==> src/rtl/usb_timer_pkg.sv <==
// usb_timer_pkg: shared types and default constants for the USB receive bit timer.
//   timer_state_e  : controller state (StIdle, StRun)
//   Def*           : default values for the usb_bit_timer parameters
package usb_timer_pkg;

  typedef enum logic {
    StIdle = 1'b0,
    StRun  = 1'b1
  } timer_state_e;

  localparam int unsigned DefClksPerBit  = 8;
  localparam int unsigned DefSamplePoint = 3;
  localparam int unsigned DefBitsPerWord = 8;

endpackage

==> src/rtl/usb_mod_counter.sv <==
// usb_mod_counter: modulo-N up counter with synchronous clear and increment enable.
//   clk     : clock, rising edge
//   rst     : asynchronous active-high reset, count -> 0
//   clr_i   : synchronous clear, wins over inc_i
//   inc_i   : advance by one, wrapping from N-1 to 0
//   count_o : current count
//   wrap_o  : high while count_o == N-1 (the next increment wraps)
module usb_mod_counter #(
  parameter int unsigned N = 8,
  parameter int unsigned W = (N > 1) ? $clog2(N) : 1
) (
  input  logic         clk,
  input  logic         rst,
  input  logic         clr_i,
  input  logic         inc_i,
  output logic [W-1:0] count_o,
  output logic         wrap_o
);

  localparam logic [W-1:0] MaxCount = W'(N - 1);

  logic [W-1:0] count_d, count_q;

  always_comb begin
    count_d = count_q;
    if (clr_i) begin
      count_d = '0;
    end else if (inc_i) begin
      count_d = (count_q == MaxCount) ? '0 : count_q + 1'b1;
    end
  end

  always_ff @(posedge clk or posedge rst) begin
    if (rst) begin
      count_q <= '0;
    end else begin
      count_q <= count_d;
    end
  end

  assign count_o = count_q;
  assign wrap_o  = (count_q == MaxCount);

endmodule

==> src/rtl/usb_bit_timer.sv <==
// usb_bit_timer: bit-timing generator for the USB receive path.
//   clk           : system clock, rising edge
//   rst           : asynchronous active-high reset, forces IDLE
//   enable        : 1 = run, 0 = return to idle and clear counters
//   resync        : one-cycle pulse, realigns bit phase to 0
//   stuff_bit     : sampled during sample_strobe; marks the current bit as stuffed
//   busy          : high while running
//   sample_strobe : mid-bit sample pulse (phase == SAMPLE_POINT)
//   shift_strobe  : end-of-bit shift enable, suppressed for stuffed bits
//   word_done     : coincides with the shift of the last bit of a word
//   bit_cnt       : bits shifted so far in the current word
module usb_bit_timer
  import usb_timer_pkg::*;
#(
  parameter int unsigned CLKS_PER_BIT  = DefClksPerBit,
  parameter int unsigned SAMPLE_POINT  = DefSamplePoint,
  parameter int unsigned BITS_PER_WORD = DefBitsPerWord
) (
  input  logic clk,
  input  logic rst,
  input  logic enable,
  input  logic resync,
  input  logic stuff_bit,
  output logic busy,
  output logic sample_strobe,
  output logic shift_strobe,
  output logic word_done,
  output logic [((BITS_PER_WORD > 1) ? $clog2(BITS_PER_WORD) : 1)-1:0] bit_cnt
);

  localparam int unsigned PhaseW = (CLKS_PER_BIT > 1) ? $clog2(CLKS_PER_BIT) : 1;
  localparam int unsigned CntW   = (BITS_PER_WORD > 1) ? $clog2(BITS_PER_WORD) : 1;
  localparam logic [PhaseW-1:0] SamplePhase = PhaseW'(SAMPLE_POINT);

  if (CLKS_PER_BIT < 2) begin : g_bad_clks_per_bit
    $error("usb_bit_timer: CLKS_PER_BIT must be >= 2");
  end
  if (SAMPLE_POINT > CLKS_PER_BIT - 2) begin : g_bad_sample_point
    $error("usb_bit_timer: SAMPLE_POINT must be <= CLKS_PER_BIT-2");
  end
  if (BITS_PER_WORD < 1) begin : g_bad_bits_per_word
    $error("usb_bit_timer: BITS_PER_WORD must be >= 1");
  end

  timer_state_e state_d, state_q;
  logic         skip_d, skip_q;
  logic         run;
  logic [PhaseW-1:0] phase;
  logic         phase_wrap;
  logic         bit_wrap;
  logic         phase_clr;
  logic         bit_clr;

  assign run = (state_q == StRun);

  // Leaving RUN (or sitting in IDLE) clears everything; resync only realigns the phase.
  assign phase_clr = !run || !enable || resync;
  assign bit_clr   = !run || !enable;

  usb_mod_counter #(
    .N(CLKS_PER_BIT),
    .W(PhaseW)
  ) u_phase_cnt (
    .clk    (clk),
    .rst    (rst),
    .clr_i  (phase_clr),
    .inc_i  (run),
    .count_o(phase),
    .wrap_o (phase_wrap)
  );

  usb_mod_counter #(
    .N(BITS_PER_WORD),
    .W(CntW)
  ) u_bit_cnt (
    .clk    (clk),
    .rst    (rst),
    .clr_i  (bit_clr),
    .inc_i  (shift_strobe),
    .count_o(bit_cnt),
    .wrap_o (bit_wrap)
  );

  always_comb begin
    state_d = state_q;
    unique case (state_q)
      StIdle:  if (enable) state_d = StRun;
      StRun:   if (!enable) state_d = StIdle;
      default: state_d = StIdle;
    endcase
  end

  // Sample phase never equals the wrap phase, so set and clear cannot collide.
  always_comb begin
    skip_d = skip_q;
    if (phase_clr || phase_wrap) begin
      skip_d = 1'b0;
    end else if (sample_strobe && stuff_bit) begin
      skip_d = 1'b1;
    end
  end

  always_ff @(posedge clk or posedge rst) begin
    if (rst) begin
      state_q <= StIdle;
      skip_q  <= 1'b0;
    end else begin
      state_q <= state_d;
      skip_q  <= skip_d;
    end
  end

  assign busy          = run;
  assign sample_strobe = run && (phase == SamplePhase);
  assign shift_strobe  = run && phase_wrap && !skip_q;
  assign word_done     = shift_strobe && bit_wrap;

endmodule

==> config.mk <==
export PLATFORM = sky130hd
export DESIGN_NAME = usb_bit_timer
export DESIGN_NICKNAME = d
export VERILOG_FILES = /design/src/rtl/usb_timer_pkg.sv /design/src/rtl/usb_mod_counter.sv /design/src/rtl/usb_bit_timer.sv
export SDC_FILE = /design/constraint.sdc
export NUM_CORES = 1
export LEC_CHECK = 0
export CORE_AREA = 2 2 39 41
export DETAILED_ROUTE_END_ITERATION = 6
export DIE_AREA = 0 0 41 43
export GPL_ROUTABILITY_DRIVEN = 0
export HOLD_SLACK_MARGIN = 0.02
export PLACE_DENSITY = 0.6
export REMOVE_ABC_BUFFERS = 1
export SKIP_LAST_GASP = 1
export SLEW_MARGIN = 20
export SYNTH_ARGS = -nofsm -noshare
export SYNTH_HDL_FRONTEND = slang
export SYNTH_SLANG_ARGS = --single-unit
==> constraint.sdc <==
create_clock -name clk -period 1.5 [get_ports clk]
set_input_delay 0.375 -clock clk [delete_from_list [all_inputs] [get_ports clk]]
set_output_delay 0.375 -clock clk [all_outputs]
set_load 0.02 [all_outputs]
==> out/results.tsv, run 1 <==
stage	metric	value	unit
setup_path	startpoint types	flop	
synthesis	top cells by count, synth	dfrtp_1 (8), ha_1 (5), nor2_1 (4)	
drt	DRC Markers	0	
synthesis	number of flops mapped to enable cells by yosys	0	
setup_path	CP Class	flop to output pin	
synthesis	synth top area cells	dfrtp_1 (51%), ha_1 (16%), mux2i_1 (7.6%), nor2_1 (3.8%), nor2b_4 (3.5%)	
timing	Setup Skew	0.000444	ns
cts	cts bufs inserted	3	
drt	Avg Vias per Cell	4.52	
cells_and_area	fillers	137	
placed_design	DP HPWL	517	microns
cts	# H-tree levels	1	
timing	RSZ-0062 raised after global routing	true	
synthesis	YS warnings	0	
synthesis	async set-or-reset flop fraction in the synthesized netlist	100	%
timing	Slew HR	79.8	%
synthesis	most common cell in the synthesized netlist	dfrtp_1	
synthesis	Cell variety after synth	14	
flow_run	maxcap violations	0	
cts	Clk Latency, worst-skew pair	0.25	ns
global_route	first-pass GRT wire length	1300	microns
drt	drt first pass iters	3	
timing	fmax	565	MHz
run_status	violated checks	setup timing	
cts	Clock Pin Slew Worst Setup and Hold Paths	0.05	ns
global_route	GR Overflow Total	0	
cells_and_area	diodes inserted	0	
setup_path	endpoint class of the critical path	output pin	
synthesis	Synth Instances	33	
cells_and_area	area grow syn2layout	58.6	%
timing	PnR worst setup slack	-0.271	ns
floorplan	Die X	41	microns
timing	final-report hold violation count	0	
cells_and_area	Non-Filler Instances	69	
timing	crit path time final	1.77	ns
floorplan	DIE AREA	1760	sq um
pwr	P per Cell Area	654	nW/um^2
cells_and_area	area of the multi-input gates	210	sq um
worst_hold_path	HP Class	input port to asynchronous set/reset pin	
drt	vias	312	
synthesis	Synth area leader	dfrtp_1	
floorplan	Site Rows	14	
setup_path	worst-path fanout max	3	
timing	Worst-Margin Slew	0.303	ns
drt	detailed-route wire length	729	microns
placed_design	I/O Buffers	11	
cts	Post-CTS Hold Fix Bufs	0	
cts	CTS root buffer	clkbuf_4	
floorplan	initial core utilization	28.4	%
timing	Setup-failing EPs final	3	
drt	Iter 0 DRT Violations	2	
floorplan	io pins	12	
synthesis	commonest register cell after synthesis	dfrtp_1	
run_status	status	finished, violations left	
synthesis	Mean Syn Cell Area	11.9	sq um
placed_design	pre-CTS WS	-0.500	ns
pwr	Tot Pwr	0.000408	W
synthesis	post-synthesis sequential area ratio	51.0	%
floorplan	chip height	43	microns
timing	Final Slew Violations	0	
floorplan	Core Region	1380	sq um
synthesis	Synth top area share	51.0	%
cells_and_area	register area	200	sq um
drt	DR WL/cell	10.6	microns
setup_path	CP Data Required Time	1.12	ns
pwr	cell leakage power	0.303	nW
global_route	initial antenna violation count	0	
cts	clock sink total	8	
cells_and_area	# nets final	65	
cts	TritonCTS clock tree	done	
global_route	largest net degree at the start of global routing	9	
synthesis	synthesized area	393	sq um
cells_and_area	layout cell share with drive strength beyond 1	35.8	%
drt	Final ANT Viol Nets	0	
timing	Tcrit/Tclk final	118	%
pwr	worst vdd ir	0.338	mV
global_route	overall routing resource usage	11.7	%
synthesis	register bit count reported by yosys	8	
timing	WHS	0.377	ns
placed_design	Inst Count DP	65	
cts	clock buffer depth	2	
setup_path	critical path arrival	1.40	ns
global_route	vias in the first global route	332	
cells_and_area	Core Util, Final	45.0	%
-- metrics by stage --
| stage | area, sq um | TNS [ns] |
|---|---|---|
| after floorplan | 382 | -0.0258 |
| after global placement | 557 | -1.20 |
| after detailed placement | 557 | -1.31 |
| after CTS | 627 | -0.723 |
| after global routing | 623 | -0.869 |
| final | 623 | -0.710 |
-- what timing repair did --
action                     4_1_cts  5_1_grt
setup buffers                    2        1
hold endpoints to repair         0        0
setup endpoints to repair        7        5
pin swaps                        3        3
gates resized for setup         29        1
-- sequential cells by signal (all words and copies together), names as in the netlist --
signal	count
u_phase_cnt.count_o	3
skip_q	1
u_bit_cnt.count_o	3
busy	1
-- critical path, stage by stage, from the launching register on --
cell and delay (ns):
dfrtp_1 0.41, ha_4 0.18, ha_4 0.15, nor2b_4 0.12
and3_4 0.16, buf_6 0.12
-- cells by family after synthesis --
kind of cell             Yosys count  synth area share, %
AO/OA/AOI/OAI                      1                 1.27
adder cells (fa/ha/maj)            5                 15.9
buffers and inverters              3                 4.78
flip-flops                         8                 51.0
multiplexers                       3                 7.64
AND/OR/NAND/NOR                   13                 19.4
-- final cells by class --
cell class	count	area share (%)
Clock buffer	3	3.61
Inverter	2	1.20
Multi-Input combinational cell	22	33.7
Sequential cell	8	32.1
Tap cell	16	3.21
Timing Repair Buffer	18	26.1
-- final timing paths --
kind,startpoint,end,slack (ns),cells after the start
setup / recovery,u_phase_cnt.count_o[0],word_done,-0.27,5
hold / removal,rst,busy,0.38,2
setup reg to reg,u_phase_cnt.count_o[0],u_bit_cnt.count_o[1],0.12,6
hold reg to reg,u_phase_cnt.count_o[0],u_phase_cnt.count_o[0],0.50,1
max in group asynchronous,rst,u_phase_cnt.count_o[0],0.90,2
min in group clk,u_phase_cnt.count_o[0],u_phase_cnt.count_o[0],0.50,1
-- power by group --
part / internal [W] / total [W] / switching, W
combinational: 0.0000146 / 0.0000277 / 0.0000130
sequential: 0.000219 / 0.000222 / 0.00000288
clock: 0.0000912 / 0.000158 / 0.0000672
total: 0.000325 / 0.000408 / 0.0000832
-- layer usage --
layer | up-vias | global-route usage [%] | wire [microns]
met5 | - | 0 | 0
met4 | 0 | 12.0 | 8
met3 | 2 | 1.57 | 40
met2 | 8 | 15.6 | 306
met1 | 149 | 14.8 | 373
li1 | 153 | - | -
-- cells in the final DEF, fill, tap and decap left out --
cell | synthesis | final
nor4_1 | 2 | 2
and3_4 | 0 | 1
a21oi_1 | 1 | 1
and2_4 | 0 | 1
ha_1 | 5 | 3
buf_4 | 0 | 7
buf_6 | 1 | 3
nor3_1 | 1 | 1
dfrtp_1 | 8 | 8
nor2b_4 | 1 | 1
nand2_1 | 1 | 1
clkdlybuf4s50_1 | 0 | 4
mux2i_2 | 0 | 1
ha_4 | 0 | 2
nor2_1 | 4 | 4
mux2i_1 | 3 | 2
clkdlybuf4s15_1 | 0 | 1
nor3b_1 | 1 | 1
dlygate4sd2_1 | 0 | 3
and2_1 | 2 | 1
clkbuf_4 | 0 | 3
inv_1 | 2 | 2
(Power assumes the default switching activity.)
==> run 2: changes to the inputs <==
--- a/config.mk
+++ b/config.mk
@@ -5,12 +5,13 @@
 export SDC_FILE = /design/constraint.sdc
 export NUM_CORES = 1
 export LEC_CHECK = 0
+export ABC_CLOCK_PERIOD_IN_PS = 2000
 export CORE_AREA = 2 2 39 41
 export DETAILED_ROUTE_END_ITERATION = 6
 export DIE_AREA = 0 0 41 43
 export GPL_ROUTABILITY_DRIVEN = 0
 export HOLD_SLACK_MARGIN = 0.02
-export PLACE_DENSITY = 0.6
+export PLACE_DENSITY = 0.58
 export REMOVE_ABC_BUFFERS = 1
 export SKIP_LAST_GASP = 1
 export SLEW_MARGIN = 20
==> constraint.sdc (replaced) <==
create_clock -name clk -period 2 [get_ports clk]
set_input_delay 0.5 -clock clk [delete_from_list [all_inputs] [get_ports clk]]
set_output_delay 0.5 -clock clk [all_outputs]
set_load 0.02 [all_outputs]
==> run 2 against run 1 <==
Effect of this change: largest power group unchanged; via count fell by 4.8%; register-to-register slack improved by 0.50 ns; routed wire length decreased by 10%; sequential power decreased by 25%; highest routed layer unchanged; total power fell by 26%; die area unchanged; the flow now finishes without violations.
==> out/results.tsv, run 2 (same netlist as run 1, synthesis figures left out) <==
stage	metric	value	unit	change
global_route	GR Layer Usage met1	12.5	%	-2.3 points
timing	Slew HR	80.1	%	+0.29 points
setup_path	CP Class	flop to output pin		
timing	fmax	515	MHz	
timing	RSZ-0062 raised after global routing	true		
cts	Post-CTS Hold Fix Bufs	0		unchanged
worst_hold_path	Hold Startpoint	u_phase_cnt.count_o[0]		
cts	TritonCTS clock tree	done		
timing	Worst-Margin Slew	0.298	ns	-0.00430 ns
timing	crit path time final	1.94	ns	
cells_and_area	commonest cells after routing, fill and taps aside	dfrtp_1 (8), clkdlybuf4s50_1 (8), nor2_1 (4), buf_4 (4)		
drt	Final ANT Viol Nets	0		unchanged
cts	# H-tree levels	1		unchanged
floorplan	initial core utilization	28.4	%	unchanged
flow_run	maxcap violations	0		unchanged
cells_and_area	register area	200	sq um	unchanged
cts	cts bufs inserted	3		unchanged
global_route	GR Layer Usage met2	12.2	%	-3.4 points
worst_hold_path	HP Class	flop to flop		
placed_design	pre-CTS WS	-0.115	ns	+0.385 ns
cells_and_area	# nets final	62		-4.6%
drt	DR WL/cell	9.91	microns	-6.2%
placed_design	I/O Buffers	11		unchanged
global_route	met3 GRT Util	1.57	%	unchanged
cells_and_area	fillers	140		+2.2%
drt	vias	297		-4.8%
setup_path	Worst setup startpoint	u_phase_cnt.count_o[0]		
cells_and_area	area grow syn2layout	41.1	%	
floorplan	chip height	43	microns	unchanged
setup_path	CP Data Required Time	1.50	ns	+0.38 ns
placed_design	placed cell areas	542	sq um	-2.7%
cts	Clk Latency, worst-skew pair	0.25	ns	about the same
global_route	initial antenna violation count	0		unchanged
timing	final-report hold violation count	0		unchanged
drt	Avg Vias per Cell	4.50		-0.48%
placed_design	DP HPWL	514	microns	-0.58%
pwr	cell leakage power	0.269	nW	-11%
cts	CTS root buffer	clkbuf_4		
timing	Setup-failing EPs final	0		-3
run_status	status	completed		
cells_and_area	diodes inserted	0		unchanged
timing	PnR worst setup slack	0.0566	ns	+0.328 ns
floorplan	io pins	12		unchanged
pwr	P per Cell Area	548	nW/um^2	-16%
timing	Tcrit/Tclk final	97.2	%	
setup_path	endpoint class of the critical path	output pin		
drt	drt first pass iters	1		-2
setup_path	worst-path fanout max	4		+1
global_route	GR Overflow Total	0		unchanged
cells_and_area	post-route cell area	554	sq um	-11%
floorplan	Site Rows	14		unchanged
floorplan	Die X	41	microns	unchanged
timing	WHS	0.444	ns	+0.0674 ns
pwr	worst vdd ir	0.253	mV	-25%
global_route	gr busiest metal	met1		
cells_and_area	area of the multi-input gates	179	sq um	-15%
setup_path	startpoint types	flop		
timing	Final Slew Violations	0		unchanged
cts	clock buffer depth	2		unchanged
cells_and_area	layout cell share with drive strength beyond 1	26.0	%	-9.8 points
drt	Iter 0 DRT Violations	0		-2
drt	detailed-route wire length	654	microns	-10%
floorplan	DIE AREA	1760	sq um	unchanged
timing	Final TNS setup	0	ns	+0.710 ns
drt	DRC Markers	0		unchanged
floorplan	Core Region	1380	sq um	unchanged
timing	Setup Skew	0.00544	ns	+0.00499 ns
setup_path	Worst R2R Start	u_phase_cnt.count_o[0]		
cts	setup bufs post-CTS	0		-2
cells_and_area	Core Util, Final	40.1	%	-5.0 points
cts	clock sink total	8		unchanged
global_route	largest net degree at the start of global routing	9		unchanged
global_route	first-pass GRT wire length	1090	microns	-16%
cts	Clock Pin Slew Worst Setup and Hold Paths	0.05	ns	about the same
global_route	vias in the first global route	279		-16%
setup_path	critical path arrival	1.44	ns	+0.04 ns
global_route	overall routing resource usage	9.57	%	-2.1 points
run 2: changes by cell type in the layout (fill, tap and decap cells not counted), sizes merged:
| cell | previous run | this run |
|---|---|---|
| clkdlybuf4s15 | 1 | 0 |
| dlygate4sd2 | 3 | 0 |
| clkbuf | 3 | 4 |
| buf | 10 | 6 |
| clkdlybuf4s50 | 4 | 8 |
run 2: critical path, stage by stage (launching register included):
cell and delay [ns]:
dfrtp_1 0.38, ha_2 0.20, ha_2 0.17, nor2b_4 0.13, and3_1 0.17, buf_2 0.15
run 2: power by group:
part / total (W) / switching (W) / internal (W)
logic: 0.0000192 / 0.00000926 / 0.00000991
registers: 0.000166 / 0.00000188 / 0.000164
clock network: 0.000119 / 0.0000502 / 0.0000684
total: 0.000304 / 0.0000614 / 0.000242
run 2: cell type report:
cell class,count,share of cell area (%)
sequential,8,36.1
tap,16,3.61
timing repair buffer,15,22.6
clock buffer,3,4.06
multi-input combinational,22,32.3
inverter,2,1.35
run 2: per-layer routing:
layer / share of wire, % / vias up / routed length (microns)
li1: - / 148 / -
met1: 49 / 139 / 319
met2: 42 / 8 / 277
met3: 7.6 / 2 / 50
met4: 0.92 / 0 / 6
met5: 0 / - / 0
run 2: path summary, 6_finish.rpt:
kind,to,slack [ns],cells after the start
max in group asynchronous,u_bit_cnt.count_o[2],1.27,2
setup reg to reg,u_bit_cnt.count_o[1],0.62,6
hold reg to reg,u_phase_cnt.count_o[0],0.44,1
hold / removal,u_phase_cnt.count_o[0],0.44,1
min in group asynchronous,u_phase_cnt.count_o[0],0.50,2
setup / recovery,word_done,0.06,5
run 2: through the flow:
| step | power, W | instances |
|---|---|---|
| floorplan | 0.000175 | 32 |
| global placement | 0.000188 | 63 |
| detailed placement | 0.000188 | 63 |
| CTS | 0.000313 | 66 |
| global route | 0.000323 | 66 |
| finish | 0.000304 | 66 |
run 2: what timing repair did:
action,CTS,global route
endpoints found under the setup margin,3,3
resized for setup,10,3
pin swaps,0,0
==> run 3: changes to the inputs <==
--- a/config.mk
+++ b/config.mk
@@ -11,7 +11,6 @@
 export DIE_AREA = 0 0 41 43
 export GPL_ROUTABILITY_DRIVEN = 0
 export HOLD_SLACK_MARGIN = 0.02
-export PLACE_DENSITY = 0.58
 export REMOVE_ABC_BUFFERS = 1
 export SKIP_LAST_GASP = 1
 export SLEW_MARGIN = 20
==> run 3 against run 2 <==
Effect of this change: core utilization is 0.81 points higher; clock skew fell by 0.0040 ns; register-to-register slack about the same; combinational power about the same; critical endpoint unchanged.
==> out/results.tsv, run 3 (same netlist as run 1, synthesis figures left out) <==
stage	metric	value	unit	change
run_status	status	completed		
timing	PnR worst setup slack	0.0705	ns	+0.0139 ns
cts	Clock Pin Slew Worst Setup and Hold Paths	0.05	ns	about the same
timing	Final Slew Violations	0		unchanged
drt	vias	284		-4.4%
setup_path	Reg2Reg Setup Slack	0.63	ns	about the same
cells_and_area	Non-Filler Instances	66		unchanged
floorplan	Site Rows	14		unchanged
setup_path	worst-path cell chain	ha_2 > ha_2 > nor2b_4 > and3_1 > buf_6		
cts	setup bufs post-CTS	0		unchanged
setup_path	Crit path top cell by count	ha_2		
placed_design	I/O Buffers	11		unchanged
drt	DR WL/cell	9.94	microns	+0.31%
global_route	vias in the first global route	281		+0.72%
cells_and_area	fillers	139		-0.71%
floorplan	Die X	41	microns	unchanged
timing	Worst-Margin Slew	0.292	ns	-0.00640 ns
pwr	Seq pwr share	54.5	%	-0.2 points
cells_and_area	Core Util, Final	40.9	%	+0.81 points
pwr	Psw	0.0000625	W	+1.8%
setup_path	worst-path fanout max	4		unchanged
timing	RSZ-0062 raised after global routing	false		
drt	Avg Vias per Cell	4.30		-4.4%
timing	Setup Skew	0.00143	ns	-0.00401 ns
floorplan	DIE AREA	1760	sq um	unchanged
cts	clock sink total	8		unchanged
pwr	Sw Ratio	20.5	%	+0.29 points
setup_path	critical path arrival	1.43	ns	about the same
setup_path	CP Class	flop to output pin		
floorplan	initial core utilization	28.4	%	unchanged
setup_path	end of the critical path	word_done		
floorplan	chip height	43	microns	unchanged
setup_path	CP peak stage delay	0.38	ns	about the same
drt	Iter 0 DRT Violations	3		+3
setup_path	Crit path max-delay family	flip-flops		
cts	clock buffer depth	2		unchanged
worst_hold_path	HP Class	flop to flop		
timing	final-report hold violation count	0		unchanged
cts	# H-tree levels	1		unchanged
setup_path	Critical-path top delay cell	dfrtp_1		
global_route	first-pass GRT wire length	1110	microns	+1.8%
timing	Slew HR	80.5	%	+0.43 points
cells_and_area	area grow syn2layout	43.9	%	
setup_path	startpoint types	flop		
cts	cts bufs inserted	3		unchanged
cts	Post-CTS Hold Fix Bufs	0		unchanged
cells_and_area	diodes inserted	0		unchanged
global_route	overall routing resource usage	10.2	%	+0.62 points
drt	drt first pass iters	2		+1
floorplan	io pins	12		unchanged
pwr	worst vdd ir	0.281	mV	+11%
drt	detailed-route wire length	656	microns	+0.31%
setup_path	Stages on worst setup path	5		unchanged
cells_and_area	# nets final	62		unchanged
drt	DRC Markers	0		unchanged
pwr	P per Cell Area	539	nW/um^2	-1.6%
setup_path	reg2reg path depth	6		unchanged
global_route	initial antenna violation count	0		unchanged
pwr	cell leakage power	0.270	nW	+0.18%
setup_path	RR Endpoint	u_bit_cnt.count_o[0]		
drt	Final ANT Viol Nets	0		unchanged
pwr	Tot Pwr	0.000305	W	+0.38%
placed_design	pre-CTS WS	-0.109	ns	+0.00543 ns
setup_path	endpoint class of the critical path	output pin		
cts	TritonCTS clock tree	done		
setup_path	Worst R2R Start	u_phase_cnt.count_o[0]		
timing	fmax	518	MHz	+0.72%
pwr	Int Power	0.000242	W	about the same
timing	Setup-failing EPs final	0		unchanged
timing	crit path time final	1.93	ns	-0.0139 ns
setup_path	Worst setup startpoint	u_phase_cnt.count_o[0]		
global_route	GR Overflow Total	0		unchanged
pwr	Comb pwr share	6.2	%	about the same
placed_design	DP HPWL	508	microns	-1.2%
cts	Clk Latency, worst-skew pair	0.25	ns	about the same
timing	Tcrit/Tclk final	96.5	%	-0.69 points
global_route	largest net degree at the start of global routing	9		unchanged
cells_and_area	commonest cells after routing, fill and taps aside	dfrtp_1 (8), clkdlybuf4s50_1 (8), nor2_1 (4), buf_4 (4)		
floorplan	Core Region	1380	sq um	unchanged
setup_path	CP Data Required Time	1.50	ns	about the same
cts	CTS root buffer	clkbuf_4		
placed_design	Inst Count DP	63		unchanged
setup_path	Buf/Inv on CP	1		unchanged
cells_and_area	layout cell share with drive strength beyond 1	24.0	%	-2.0 points
flow_run	maxcap violations	0		unchanged
pwr	clock power share	39.3	%	+0.3 points
[run 3: layout make-up]
class                           instances  area (sq um)  area share, %
Multi-Input combinational cell         22           179           31.6
Inverter                                2          7.51           1.33
Clock buffer                            3          22.5           3.98
Tap cell                               16          20.0           3.54
Sequential cell                         8           200           35.4
Timing Repair Buffer                   15           136           24.1
[run 3: worst min path at each step]
stage                                 from                      to  cells past startpoint
finish              u_phase_cnt.count_o[0]  u_phase_cnt.count_o[0]                      1
global placement    u_phase_cnt.count_o[0]  u_phase_cnt.count_o[0]                      1
detailed placement  u_phase_cnt.count_o[0]  u_phase_cnt.count_o[0]                      1
global route        u_phase_cnt.count_o[0]  u_phase_cnt.count_o[0]                      1
CTS                 u_phase_cnt.count_o[0]  u_phase_cnt.count_o[0]                      1
floorplan                              rst                    busy                      1
[run 3: worst register-to-register path: stages (launching register included)]
cell and delay (ns):
dfrtp_1 0.35, ha_2 0.19, ha_2 0.18, nor2b_4 0.16, buf_4 0.12, mux2i_1 0.20
nor2_1 0.06
[run 3: power by group through the flow]
stage                     clock, W  combinational (W)  sequential [W]
final                     0.000120          0.0000190        0.000166
after global routing      0.000134          0.0000211        0.000166
after CTS                 0.000127          0.0000194        0.000166
after detailed placement         0          0.0000193        0.000169
after global placement           0          0.0000193        0.000169
after floorplan                  0         0.00000547        0.000169
[run 3: routing by layer]
| metal | routed length [microns] | up-vias | share of wire, % | global-route usage (%) |
|---|---|---|---|---|
| met5 | 0 | - | 0 | 0 |
| met4 | 10 | 0 | 1.5 | 12.0 |
| met3 | 46 | 2 | 7.0 | 3.14 |
| met2 | 261 | 10 | 40 | 10.9 |
| met1 | 337 | 126 | 51 | 13.9 |
| li1 | - | 146 | - | - |
[run 3: through the flow]
step / hold WS (ns) / TNS (ns) / area (sq um)
final: 0.446 / 0 / 566
after global routing: 0.465 / 0 / 566
after global placement: 0.421 / -0.180 / 542
after CTS: 0.437 / -0.0146 / 554
after floorplan: 0.316 / 0 / 382
after detailed placement: 0.430 / -0.191 / 542
[run 3: what timing repair did]
| action | 4_1_cts | 5_1_grt |
|---|---|---|
| pin swaps | 0 | 1 |
| gates cloned | 0 | 0 |
| resized for setup | 10 | 4 |
| endpoints found under the setup margin | 3 | 3 |
| hold endpoints to repair | 0 | 0 |
